<file path="src/rtl/conv_tx_pkg.sv">
// Shared types and code constants for the framed K=3, rate-1/2 convolutional transmitter.
// The generator taps are ordered {d, s1, s2}; conv_symbol returns {G0 bit, G1 bit}.
package conv_tx_pkg;

  typedef enum logic [1:0] {
    ST_IDLE = 2'd0,
    ST_DATA = 2'd1,
    ST_TAIL = 2'd2
  } conv_state_e;

  localparam int K = 3;
  localparam logic [K-1:0] G0 = 3'b111;
  localparam logic [K-1:0] G1 = 3'b101;
  localparam int TAIL_LEN = 2;

  function automatic logic [1:0] conv_symbol(input logic d, input logic [K-2:0] s);
    logic [K-1:0] taps;
    taps = {d, s};
    return {^(taps & G0), ^(taps & G1)};
  endfunction

endpackage

</file>
<file path="src/rtl/conv_enc_core.sv">
// Encoder shift register {s1,s2} plus generator XORs; the symbol is combinational in d.
// clear has priority over advance, and both act on the next clock edge.
module conv_enc_core
  import conv_tx_pkg::*;
(
  input  logic       clk,
  input  logic       rst,
  input  logic       d,
  input  logic       advance,
  input  logic       clear,
  output logic [1:0] sym
);

  // shreg[K-2] is s1 (the most recent bit), shreg[0] is s2.
  logic [K-2:0] shreg;

  always_ff @(posedge clk or negedge rst) begin
    if (!rst) begin
      shreg <= '0;
    end else if (clear) begin
      shreg <= '0;
    end else if (advance) begin
      shreg <= {d, shreg[K-2:1]};
    end
  end

  assign sym = conv_symbol(d, shreg);

endmodule

</file>
<file path="src/rtl/conv_frame_tx.sv">
// Framed convolutional transmitter: IDLE -> DATA (FRAME_LEN payload bits) -> optional TAIL flush.
// Optional tail flush is built in when the macro CONV_TX_TAIL_EN is defined.
module conv_frame_tx
  import conv_tx_pkg::*;
#(
  parameter int FRAME_LEN = 64
) (
  input  logic        clk,
  input  logic        rst,
  input  logic        start_i,
  input  logic        enable_i,
  input  logic        d_in,
  output logic        ready_o,
  output logic        valid_o,
  output logic [1:0]  d_out,
  output logic        busy_o,
  output logic        frame_done_o,
  output conv_state_e state_dbg
);

  localparam logic [15:0] LAST_IDX = 16'(FRAME_LEN - 1);

  conv_state_e state, state_nxt;
  logic [15:0] bit_cnt, bit_cnt_nxt;
  logic        enc_adv, enc_clr, enc_d, done_nxt;
  logic [1:0]  sym;

`ifdef CONV_TX_TAIL_EN
  localparam int TW = (TAIL_LEN > 1) ? $clog2(TAIL_LEN) : 1;
  localparam logic [TW-1:0] LAST_TAIL = TW'(TAIL_LEN - 1);
  logic [TW-1:0] tail_idx, tail_idx_nxt;
`endif

  // Handshake: a payload bit transfers on a rising edge where enable_i && ready_o;
  // its symbol appears on d_out with valid_o one cycle later, with no backpressure on the output.
  always_comb begin
    state_nxt   = state;
    bit_cnt_nxt = bit_cnt;
    done_nxt    = 1'b0;
    enc_adv     = 1'b0;
    enc_clr     = 1'b0;
    enc_d       = d_in;
`ifdef CONV_TX_TAIL_EN
    tail_idx_nxt = tail_idx;
`endif
    case (state)
      ST_IDLE: begin
        if (start_i) begin
          state_nxt   = ST_DATA;
          bit_cnt_nxt = '0;
          enc_clr     = 1'b1;
        end
      end
      ST_DATA: begin
        if (enable_i) begin
          enc_adv     = 1'b1;
          bit_cnt_nxt = bit_cnt + 16'd1;
          if (bit_cnt == LAST_IDX) begin
`ifdef CONV_TX_TAIL_EN
            state_nxt    = ST_TAIL;
            tail_idx_nxt = '0;
`else
            state_nxt = ST_IDLE;
            done_nxt  = 1'b1;
`endif
          end
        end
      end
      ST_TAIL: begin
`ifdef CONV_TX_TAIL_EN
        // Flush zeros so the trellis terminates in state 00.
        enc_adv      = 1'b1;
        enc_d        = 1'b0;
        tail_idx_nxt = tail_idx + TW'(1);
        if (tail_idx == LAST_TAIL) begin
          state_nxt = ST_IDLE;
          done_nxt  = 1'b1;
        end
`else
        state_nxt = ST_IDLE;
`endif
      end
      default: state_nxt = ST_IDLE;
    endcase
  end

  always_ff @(posedge clk or negedge rst) begin
    if (!rst) begin
      state        <= ST_IDLE;
      bit_cnt      <= '0;
      valid_o      <= 1'b0;
      d_out        <= 2'b00;
      frame_done_o <= 1'b0;
    end else begin
      state        <= state_nxt;
      bit_cnt      <= bit_cnt_nxt;
      valid_o      <= enc_adv;
      d_out        <= enc_adv ? sym : 2'b00;
      frame_done_o <= done_nxt;
    end
  end

`ifdef CONV_TX_TAIL_EN
  always_ff @(posedge clk or negedge rst) begin
    if (!rst) begin
      tail_idx <= '0;
    end else begin
      tail_idx <= tail_idx_nxt;
    end
  end
`endif

  conv_enc_core u_enc (
    .clk     (clk),
    .rst     (rst),
    .d       (enc_d),
    .advance (enc_adv),
    .clear   (enc_clr),
    .sym     (sym)
  );

  assign ready_o   = (state == ST_DATA);
  assign busy_o    = (state != ST_IDLE);
  assign state_dbg = state;

endmodule

</file>
<file path="config.mk">
export PLATFORM = sky130hd
export DESIGN_NAME = conv_frame_tx
export DESIGN_NICKNAME = d
export VERILOG_FILES = /design/src/rtl/conv_tx_pkg.sv /design/src/rtl/conv_enc_core.sv /design/src/rtl/conv_frame_tx.sv
export SDC_FILE = /design/constraint.sdc
export NUM_CORES = 1
export LEC_CHECK = 0
export ABC_AREA = 1
export ABC_CLOCK_PERIOD_IN_PS = 3100
export CORE_MARGIN = 2
export CORE_UTILIZATION = 50
export CTS_BUF_LIST = sky130_fd_sc_hd__clkbuf_8
export DETAILED_ROUTE_END_ITERATION = 8
export PLACE_DENSITY = 0.79
export SETUP_SLACK_MARGIN = 0.5
export SLEW_MARGIN = 20
export SYNTH_ARGS = -nofsm -noshare
export SYNTH_HDL_FRONTEND = slang
export SYNTH_SLANG_ARGS = --single-unit
</file>
<file path="constraint.sdc">
create_clock -name clk -period 3.1 [get_ports clk]
set_input_delay 0.62 -clock clk [delete_from_list [all_inputs] [get_ports clk]]
set_output_delay 0.62 -clock clk [all_outputs]
set_load 0.01 [all_outputs]
</file>
Yosys cells after proc, flatten, opt, wreduce, memory -nomap -nowiden
Cells that the tools add are included.
- logic and storage cells: 37
- flip-flop bits (word level): 24
- muxes and demuxes: 17
- add/subtract/negate cells: 1
- reduce and logical (&&, ||, !) cells: 8
- equality and inequality tests: 5
- operators with widths (operator ; number):
    16-bit two-way mux ; 2
    16-bit case mux with 2 select lines ; 1
    16-bit by 1-bit adder with 16-bit output, second input constant ; 1
    16-bit by 6-bit == test with 1-bit output, second input constant ; 1
    2-bit two-way mux ; 6
    1-bit two-way mux ; 7
    3-bit AND reduction ; 2
    2-bit nonzero test ; 3
    3-bit XOR reduction ; 2
    2-bit != test, second input constant ; 2
    2-bit case mux with 2 select lines ; 1
    2-bit by 1-bit == test with 1-bit output, second input constant ; 1
    2-bit logical NOT ; 1
    2-bit by 1-bit != test with 1-bit output, second input constant ; 1

Depth between registers and ports, before layout
Gate-level depths: netlist of the first run.
- depth after elaboration: 4
- depth in mapped cells: 9

Modules after synthesis
Synthesis of the first run repeated with hierarchy kept, for this count alone.
- cell total of the unflattened synthesis: 174
- area total of the unflattened synthesis: 1300.0 um^2
- by module, submodules not included (module ; sequential area each (um^2) ; cells an instance ; area each (um^2) ; times used):
    conv_frame_tx ; 525.5 ; 154 ; 1172.4 ; 1
    conv_enc_core ; 50.0 ; 20 ; 127.6 ; 1

Least setup slack after synthesis of the first run
No wires, ideal clock.
- kind: in2reg
- from: input enable_i
- to: register bit_cnt[11]
- path slack: 1.766 ns
- setup time: 0.113 ns
- required time: 2.987 ns
- cell stages on the path: 5
- arrival time: 1.220 ns
- path buffers: 0
- cells stage by stage: nand2_2 -> nor3_1 -> nand4_1 -> nand2_1 -> inv_1
- cells in the longest elaborated chain, start to end: 2
- RTL lines (what ; RTL line ; text):
    from (decl) ; conv_frame_tx.sv:11 ; input logic enable_i,
    2-bit != test (no line) ; -- ;
    3-bit AND reduction (no line) ; -- ;
    to (signal assigned) ; conv_frame_tx.sv:96 ; bit_cnt <= bit_cnt_nxt;
    to (decl) ; conv_frame_tx.sv:24 ; logic [15:0] bit_cnt, bit_cnt_nxt;
No other way between the ends.
A chain may end at the register's enable or synchronous reset.

Worst setup path in the final report of the first run
- from: input enable_i
- to: register state[0], in the netlist state_dbg[0]
- cells in the longest elaborated chain, start to end: 2
- RTL lines (what ; RTL line ; text):
    2-bit != test (no line) ; -- ;
    3-bit AND reduction (no line) ; -- ;
    to (signal assigned) ; conv_frame_tx.sv:95 ; state <= state_nxt;
    to (decl) ; conv_frame_tx.sv:23 ; conv_state_e state, state_nxt;
No other way between the ends.

==> results of run 1 <==
-- worst max-delay path by stage --
stage,slack [ns],cells after the start,endpoint,startpoint
floorplan,1.77,5,bit_cnt[11],enable_i
global placement,0.99,6,state_dbg[0],enable_i
detailed placement,0.93,6,state_dbg[0],enable_i
CTS,1.20,1,ready_o,state_dbg[0]
global route,1.07,6,state_dbg[0],enable_i
finish,1.20,6,state_dbg[0],enable_i
-- report_power, final --
group / internal, W / total, W / leakage [nW] / switching, W
Sequential: 0.000346 / 0.000401 / 0.286 / 0.0000549
Clock: 0.0000883 / 0.000179 / 0.0269 / 0.0000907
Combinational: 0.0000642 / 0.000165 / 0.393 / 0.000101
Total: 0.000499 / 0.000745 / 0.706 / 0.000247
-- routing by layer --
metal  wire [um]  global-route usage, %  up-vias
met3         111                  3.889        7
met4          50                  8.750        0
met5           0                      0        -
li1            -                      -      526
met1        1263                  29.65      514
met2        1246                  34.55       27
-- cells in the final DEF (no fill, tap or decap) --
| master | n |
|---|---|
| sky130_fd_sc_hd__inv_1 | 25 |
| sky130_fd_sc_hd__dfrtp_1 | 23 |
| sky130_fd_sc_hd__nand2_1 | 22 |
| sky130_fd_sc_hd__nor2_1 | 17 |
| sky130_fd_sc_hd__nand3_1 | 14 |
| sky130_fd_sc_hd__clkdlybuf4s50_1 | 11 |
| sky130_fd_sc_hd__a21oi_1 | 9 |
| sky130_fd_sc_hd__nand2_2 | 7 |
| sky130_fd_sc_hd__o21ai_0 | 7 |
| sky130_fd_sc_hd__nand4_1 | 5 |
| sky130_fd_sc_hd__nor3_1 | 5 |
| sky130_fd_sc_hd__o22ai_1 | 3 |
| sky130_fd_sc_hd__clkbuf_8 | 3 |
| sky130_fd_sc_hd__nand3_2 | 2 |
| sky130_fd_sc_hd__o21ai_1 | 2 |
| sky130_fd_sc_hd__xnor2_1 | 1 |
| sky130_fd_sc_hd__nand2_4 | 1 |
| sky130_fd_sc_hd__nor2_4 | 1 |
| sky130_fd_sc_hd__nor4_1 | 1 |
| sky130_fd_sc_hd__mux2i_1 | 1 |
| sky130_fd_sc_hd__xor2_1 | 1 |
| sky130_fd_sc_hd__a22o_1 | 1 |
| sky130_fd_sc_hd__nor2_2 | 1 |
| sky130_fd_sc_hd__nor3_4 | 1 |
| sky130_fd_sc_hd__o21a_1 | 1 |
| sky130_fd_sc_hd__ha_1 | 1 |
| sky130_fd_sc_hd__conb_1 | 1 |
| sky130_fd_sc_hd__buf_4 | 1 |
-- layout make-up --
cell class,count,area (sq um),share of cell area (%)
flip-flops and latches,23,575.6,40.46
multi-input cells,105,556.8,39.14
repair buffers,12,117.6,8.267
inverters,24,90.09,6.332
clock buffers,3,41.29,2.902
well taps,30,37.54,2.639
clock inverters,1,3.754,0.2639
-- critical path, delay by kind of cell --
| kind | cells | cell delay (ns) |
|---|---|---|
| AO/OA/AOI/OAI | 1 | 0.09 |
| buffers and inverters | 2 | 0.81 |
| AND/OR/NAND/NOR | 3 | 0.53 |
-- metrics by stage --
stage                power, W  hold slack [ns]  setup slack [ns]  cells  cell area, sq um
finish              0.0007451           0.5175             1.196    198              1423
global route        0.0007909           0.5785             1.070    198              1423
CTS                 0.0007462           0.5292             1.197    198              1423
detailed placement  0.0005704           0.5121            0.9288    194              1378
global placement    0.0005610           0.5030            0.9920    194              1378
floorplan           0.0005153           0.3244             1.766    156              1252
-- cell families after synthesis --
group / synth area share [%]
muxes: 0.7992
AOI/OAI and AO/OA: 9.990
other: 0.2994
and+or+nand+nor: 30.97
DFF: 45.95
adders and majority gates: 0.9988
buffers and inverters: 9.591
xor gates and xnor gates: 1.399
-- flip-flops by register name, summed over array words and instances, names as in the netlist --
register,flops
state_dbg,1
valid_o,1
d_out,2
bit_cnt,16
u_enc.shreg,2
frame_done_o,1
==> impl_metrics.toml, run 1 <==
[drt]
routedWlPerCell_um = 13.49
detailedRoute.firstPassIterationCount = 4
detail_route.vias_per_cell = 5.424
via_count = 1074
drc = 0
wirelength_um = 2671
number_of_violations_reported_at_the_end_of_detailed_routing_iteration_0 = 37
drt.antenna.violating_nets = 0

[placed_design]
portBuffers = 11
post_dp_hpwl_um = 2029
place.gp.congestion = 0.8889

[clock_tree]
clk_pin_slew_ns = 0.08
post_cts.resized_instances = 0
tritoncts = "yes"
cts_post_setup_buffers_inserted = 0
ctsHoldBuffers = 0
clock_tree.buffer_depth = 2
root_buffer = "sky130_fd_sc_hd__clkbuf_8"
cts.sink_count = 23
tritoncts.num_buffers = 3
total_number_of_h_tree_levels = 1
clk_latency_ns = 0.26

[timing]
setup_viol_count_final = 0
hold_viol = 0
fin_setup_tns_ns = 0
final-max-slew-violation-count = 0
rsz0062_at_grt = "no"
fmax_mhz = 525.1
min_period_ns = 1.904
final_worst_clock_skew_ns = 0.004891
finalCritPeriodShare_pct = 61.43

[grt]
grt_start_max_net_pins = 24
via_count_of_the_first_global_routing_pass = 1059
track_usage_pct = 21.87
grt_pass1_wl_um = 4623
grt_antenna_before_repair = 0
globalRouteOverflowTotal = 0

[final_layout]
num-nets-final = 175
diodes = 0
final_core_util_pct = 58.49
fillers = 217
area_growth_pct = 13.59
layout-drive-gt1-share_pct = 10.12

[floorplan]
core_region_area_sq_mm = 0.002432
floorplan.io_pins = 13
fp.dieH_um = 54.05
placementRows = 18
design.die.area_sq_mm = 0.002921
die_w_um = 54.05
initial_core_utilization_pct = 51.49

[worst_setup_path]
timing.critical_path.from_type = "input pin"
cp-end-kind = "register"
timing.setup.critical_path_class = "in -> reg"
critical_path.cell_chain = "clkdlybuf4s50_1, nand2_2, inv_1, nand3_1, nor3_1, a21oi_1"
reg2reg_setup_slack_ns = 1.55
regToRegStartpoint = "state_dbg[0]"
critPathArrivalTime_ns = 2.05
timing.critical_path.required_ns = 3.25
timing.critical_path.slowest_cell_delay_ns = 0.47
r2r.worst_path.cells = 5
cell_at_the_slowest_stage_of_the_critical_path = "sky130_fd_sc_hd__clkdlybuf4s50_1"
critical_path_peak_fanout = 13
timing.rr.end = "state_dbg[0]"

[synth]
synth.top_cells.by_count = "24 x sky130_fd_sc_hd__inv_1, 23 x sky130_fd_sc_hd__dfrtp_1, 22 x sky130_fd_sc_hd__nand2_1"
synthTopCellsByArea = "sky130_fd_sc_hd__dfrtp_1 46%, sky130_fd_sc_hd__inv_1 7.2%, sky130_fd_sc_hd__nand2_1 6.6%"
syn_inst = 156
synth.cell_area_sq_mm = 0.001252
synth-async-reset-ratio_pct = 100.0
netlist_cell_types = 26
ys_seq_area_share_pct = 45.95
yosysMostFrequentCell = "sky130_fd_sc_hd__inv_1"
nets_in_the_synthesized_netlist = 162
synth_top_area_share_pct = 45.95
synth_warnings = 0
syn_area_per_cell_sq_um = 8.029
ys_dominant_reg_cell = "sky130_fd_sc_hd__dfrtp_1"
number_of_register_bits_inferred_by_synthesis = 23
synth_area_leader_cell = "sky130_fd_sc_hd__dfrtp_1"
synth_edf_count = 0

[power_and_ir_drop]
worst_ir_drop_vdd_v = 0.0003055
power-per-cell-area_mw_per_mm2 = 523.7
power.static_leakage_nw = 0.7059

[run]
number_of_maximum_capacitance_violations = 0

[worst_hold_path]
min_delay_worst_endpoint = "bit_cnt[12]"
min_path_type = "reg -> reg"
hold_start = "bit_cnt[12]"
min_delay_path_depth = 2

[status]
run_status = "complete, no violations"
Power figures use the tool's default switching activity.
==> inputs of run 2 (changes only) <==
- ABC_CLOCK_PERIOD_IN_PS: 3100 -> 1550
- PLACE_DENSITY: 0.79 -> 0.81
- clock period: 3.1 -> 1.55 ns (I/O delays scaled with it)
==> run 2 against run 1 <==
Effect of this change:
- clock skew rose by 0.0028 ns
- global-route usage rose by 1.8 points
- largest cell class is now multi-input combinational cells
- clock power rose by 120%
- via count rose by 20%
- non-clock buffer count rose by 28
- clock-buffer cell count did not move
==> impl_metrics.toml, run 2 (synthesis results as in run 1) <==
[power_and_ir_drop]
clockPowerShare_pct = 21.5
p_total_w = 0.001867
worst_ir_drop_vdd_v = 0.0007109
p_int_w = 0.001162
power-per-cell-area_mw_per_mm2 = 972.1
power.static_leakage_nw = 0.8938
swShare_pct = 37.78
power_frac_comb_pct = 33.7
switching_pwr_w = 0.0007053
share_seq_of_total_power_pct = 44.8

[timing]
final-max-slew-violation-count = 0
rsz0062_at_grt = "yes"
min_period_ns = 1.386
finalCritPeriodShare_pct = 89.44
hold_viol = 0
setup_viol_count_final = 0
final_worst_clock_skew_ns = 0.007659
fmax_mhz = 721.3
worst_hold_slack_ns = 0.3819
fin_setup_tns_ns = 0

[drt]
number_of_violations_reported_at_the_end_of_detailed_routing_iteration_0 = 65
drc = 0
detail_route.vias_per_cell = 5.686
drt.antenna.violating_nets = 0
via_count = 1285
routedWlPerCell_um = 18.01
wirelength_um = 4070
detailedRoute.firstPassIterationCount = 5

[grt]
grt_start_max_net_pins = 24
globalRouteOverflowTotal = 0
track_usage_pct = 23.67
grt_pass1_wl_um = 4885
via_count_of_the_first_global_routing_pass = 1124
grt_antenna_before_repair = 0

[worst_setup_path]
cp-end-kind = "register"
critPathArrivalTime_ns = 1.60
timing.critical_path.slowest_cell_delay_ns = 0.42
timing.critical_path.required_ns = 1.77
r2r.worst_path.cells = 7
timing.rr.end = "bit_cnt[11]"
timing.setup.critical_path_class = "reg -> reg"
timing.critical_path.from_type = "register"
critical_path_peak_fanout = 4
regToRegStartpoint = "bit_cnt[0]"
timing.critical_path.to = "bit_cnt[11]"
critical_path.cell_chain = "buf_4, nand3_4, nor3_4, nand3_1, o21ai_0, nand2_1, inv_1"
cell_at_the_slowest_stage_of_the_critical_path = "sky130_fd_sc_hd__dfrtp_1"
reg2reg_setup_slack_ns = 0.16
setup_crit_start = "bit_cnt[0]"

[clock_tree]
clk_latency_ns = 0.27
total_number_of_h_tree_levels = 1
tritoncts.num_buffers = 3
root_buffer = "sky130_fd_sc_hd__clkbuf_8"
clk_pin_slew_ns = 0.09
clock_tree.buffer_depth = 2
tritoncts = "yes"
cts.sink_count = 23

[final_layout]
largest_reg_flops = 16
num-nets-final = 203
layout-drive-gt1-share_pct = 46.94
commonest_cells_after_routing_fill_and_taps_aside = "19 x sky130_fd_sc_hd__nand2_1, 19 x sky130_fd_sc_hd__dfrtp_1, 18 x sky130_fd_sc_hd__inv_1"
diodes = 0
registers_with_the_most_flip_flops = "bit_cnt (16), d_out (2), u_enc.shreg (2)"
max_flop_register = "bit_cnt"
area_growth_pct = 53.35

[floorplan]
floorplan.io_pins = 13
initial_core_utilization_pct = 51.49
design.die.area_sq_mm = 0.002921
fp.dieH_um = 54.05
placementRows = 18
core_region_area_sq_mm = 0.002432
die_w_um = 54.05

[placed_design]
place.gp.congestion = 0.9213
post_dp_hpwl_um = 2131
portBuffers = 11

[status]
run_status = "complete, no violations"

[worst_hold_path]
min_path_type = "in -> async"

[run]
number_of_maximum_capacitance_violations = 0
run 2: worst max-delay path, delay by kind of cell (launching register included):
family / cells / cell delay [ns]
compound gates: 1 / 0.09
simple gates: 4 / 0.62
buf+inv: 2 / 0.21
flops: 1 / 0.42
run 2: power groups by stage:
stage                     Combinational, W  Sequential, W  Clock (W)
after floorplan                   0.000265       0.000806          0
after global placement            0.000356       0.000819          0
after detailed placement          0.000368       0.000823          0
after CTS                         0.000438       0.000807   0.000389
after global routing              0.000670       0.000851   0.000415
final                             0.000630       0.000836   0.000401
run 2: worst min path at each step:
stage,startpoint,to,slack [ns],depth (start not counted)
3_5_place_dp,u_enc.shreg[0],u_enc.shreg[0],0.51,2
5_1_grt,rst,bit_cnt[12],0.43,2
2_1_floorplan,rst,bit_cnt[0],0.01,0
3_3_place_gp,bit_cnt[12],bit_cnt[12],0.50,2
6_report,rst,d_out[1],0.38,2
4_1_cts,rst,bit_cnt[9],0.40,2
run 2: through the flow:
stage	instance area, sq um	std cells	worst slack, ns	utilization, %
2_1_floorplan	1313	156	0.3548	-
3_3_place_gp	1471	199	0.01656	60.49
3_5_place_dp	1471	199	0.0009893	60.49
4_1_cts	1669	218	0.2353	68.62
5_1_grt	1921	226	0.08382	78.96
6_report	1921	226	0.1636	78.96
run 2: cell type report:
class	count	area [sq um]
flip-flops and latches	23	580.6
repair buffers	40	362.8
multi-input cells	105	783.3
clock buffers	3	41.29
inverters	24	107.6
fillers	144	511.7
well taps	30	37.54
clock inverters	1	7.507
run 2: timing repair:
| action | in CTS | in global routing |
|---|---|---|
| setup endpoints to repair | 28 | 28 |
| resized for setup | 45 | 52 |
| hold buffers | 0 | 0 |
| setup buffers | 15 | 8 |
| pin swaps | 7 | 14 |
run 2: per-layer routing:
metal / vias up / share of wire, % / global-route usage (%)
met2: 57 / 52 / 40.65
li1: 589 / - / -
met4: 0 / 2.6 / 10.00
met3: 11 / 5.6 / 2.778
met1: 628 / 40 / 29.98
met5: - / 0 / 0
==> inputs of run 3 (changes only) <==
- CAP_MARGIN: not set -> 20
- REMOVE_ABC_BUFFERS: not set -> 1
==> run 3 against run 2 <==
Effect of this change:
- worst hold slack worse by 0.0010 ns
- setup slack worse by 0.049 ns
- highest routed layer unchanged
- critical path type unchanged
- fmax down 3.4%
==> impl_metrics.toml, run 3 (synthesis results as in run 1) <==
[status]
run_status = "complete, no violations"

[worst_setup_path]
setup_crit_start = "bit_cnt[0]"
timing.setup.critical_path_class = "reg -> reg"
regToRegStartpoint = "bit_cnt[0]"
reg2reg_setup_slack_ns = 0.11
timing.critical_path.required_ns = 1.74
critical_path_peak_fanout = 4
timing.rr.end = "bit_cnt[6]"
timing.critical_path.from_type = "register"
r2r.worst_path.cells = 8
cp-end-kind = "register"
critPathArrivalTime_ns = 1.63

[placed_design]
portBuffers = 11
post_dp_hpwl_um = 2161
place_area_sq_mm = 0.001430
place.gp.congestion = 0.9647

[timing]
finalCritPeriodShare_pct = 92.58
worst_hold_slack_ns = 0.3809
rsz0062_at_grt = "yes"
final_worst_clock_skew_ns = 0.006411
setup_viol_count_final = 0
fmax_mhz = 696.9
min_period_ns = 1.435
hold_viol = 0
final-max-slew-violation-count = 0

[final_layout]
layout-drive-gt1-share_pct = 42.49
diodes = 0
commonest_cells_after_routing_fill_and_taps_aside = "20 x sky130_fd_sc_hd__nand2_1, 20 x sky130_fd_sc_hd__dfrtp_1, 19 x sky130_fd_sc_hd__inv_1"
fillers = 133
final_design_area_no_fill_sq_mm = 0.001843
largest_reg_flops = 16
registers_with_the_most_flip_flops = "bit_cnt (16), d_out (2), u_enc.shreg (2)"
area_growth_pct = 47.15
num-nets-final = 200
max_flop_register = "bit_cnt"
final_core_util_pct = 75.77

[floorplan]
placementRows = 18
design.die.area_sq_mm = 0.002921
fp.dieH_um = 54.05
core_region_area_sq_mm = 0.002432
initial_core_utilization_pct = 51.49
floorplan.io_pins = 13
die_w_um = 54.05

[drt]
drt.antenna.violating_nets = 0
detailedRoute.firstPassIterationCount = 4
number_of_violations_reported_at_the_end_of_detailed_routing_iteration_0 = 83
detail_route.vias_per_cell = 6.126
routedWlPerCell_um = 19.73
wirelength_um = 4400
drc = 0
via_count = 1366

[clock_tree]
ctsHoldBuffers = 0
tritoncts = "yes"
clk_pin_slew_ns = 0.09
clk_latency_ns = 0.28
cts.sink_count = 23
root_buffer = "sky130_fd_sc_hd__clkbuf_8"
total_number_of_h_tree_levels = 1
clock_tree.buffer_depth = 2
tritoncts.num_buffers = 3

[power_and_ir_drop]
power.static_leakage_nw = 0.8863
power-per-cell-area_mw_per_mm2 = 968.6
p_total_w = 0.001785
swShare_pct = 37.52
switching_pwr_w = 0.0006698
worst_ir_drop_vdd_v = 0.0007555
p_int_w = 0.001115
power_frac_comb_pct = 32.0
clockPowerShare_pct = 21.7
share_seq_of_total_power_pct = 46.3

[grt]
via_count_of_the_first_global_routing_pass = 1363
track_usage_pct = 31.31
globalRouteOverflowTotal = 0
grt_antenna_before_repair = 0
grt_start_max_net_pins = 24
grt_pass1_wl_um = 6410

[worst_hold_path]
min_path_type = "in -> async"

[run]
number_of_maximum_capacitance_violations = 0
run 3: critical path: stages (launching register included):
cell and delay (ns):
sky130_fd_sc_hd__dfrtp_1 0.41, sky130_fd_sc_hd__ha_4 0.17, sky130_fd_sc_hd__nand2_4 0.06, sky130_fd_sc_hd__nor2_4 0.20
sky130_fd_sc_hd__nand2_4 0.10, sky130_fd_sc_hd__buf_4 0.16, sky130_fd_sc_hd__inv_4 0.05, sky130_fd_sc_hd__o21ai_1 0.07
sky130_fd_sc_hd__o21ai_1 0.12
run 3: per-layer routing:
layer | vias to the layer above | global-route usage [%] | routed length [um]
met5 | - | 0 | 0
met4 | 0 | 24.17 | 213
met3 | 24 | 4.444 | 365
met2 | 108 | 51.42 | 2113
met1 | 654 | 36.52 | 1708
li1 | 580 | - | -
run 3: final cells by class:
type	count	area, sq um	area share, %
tap	30	37.54	2.037
inverter	24	105.1	5.703
clock inverter	1	3.754	0.2037
clock buffer	3	41.29	2.240
multi-input combinational	105	750.7	40.73
timing repair buffer	37	325.3	17.65
sequential	23	579.3	31.43
run 3: power groups by stage:
stage          Sequential [W]  Clock (W)  Combinational (W)
5_1_grt              0.000838   0.000415           0.000610
2_1_floorplan        0.000794          0           0.000232
6_report             0.000827   0.000387           0.000571
3_5_place_dp         0.000815          0           0.000339
3_3_place_gp         0.000807          0           0.000329
4_1_cts              0.000815   0.000374           0.000499
run 3: stage by stage:
step                instances  TNS [ns]  setup WS, ns
floorplan                 152         0       0.09379
global placement          201  -0.07044      -0.07044
detailed placement        201  -0.07293      -0.06204
CTS                       216         0        0.2603
global route              223  -0.04223      -0.04223
finish                    223         0        0.1150
run 3: worst max path at each step:
stage	endpoint	slack [ns]	depth (start not counted)
floorplan	state_dbg[0]	0.09	5
global placement	bit_cnt[11]	-0.07	6
detailed placement	bit_cnt[11]	-0.06	6
CTS	bit_cnt[13]	0.26	7
global route	bit_cnt[6]	-0.04	8
finish	bit_cnt[6]	0.11	8
run 3: what timing repair did:
action | CTS | global route
pin swaps | 9 | 9
gates cloned | 1 | 0
buffers inserted | 10 | 7
setup endpoints to repair | 28 | 28
gates resized for setup | 81 | 24
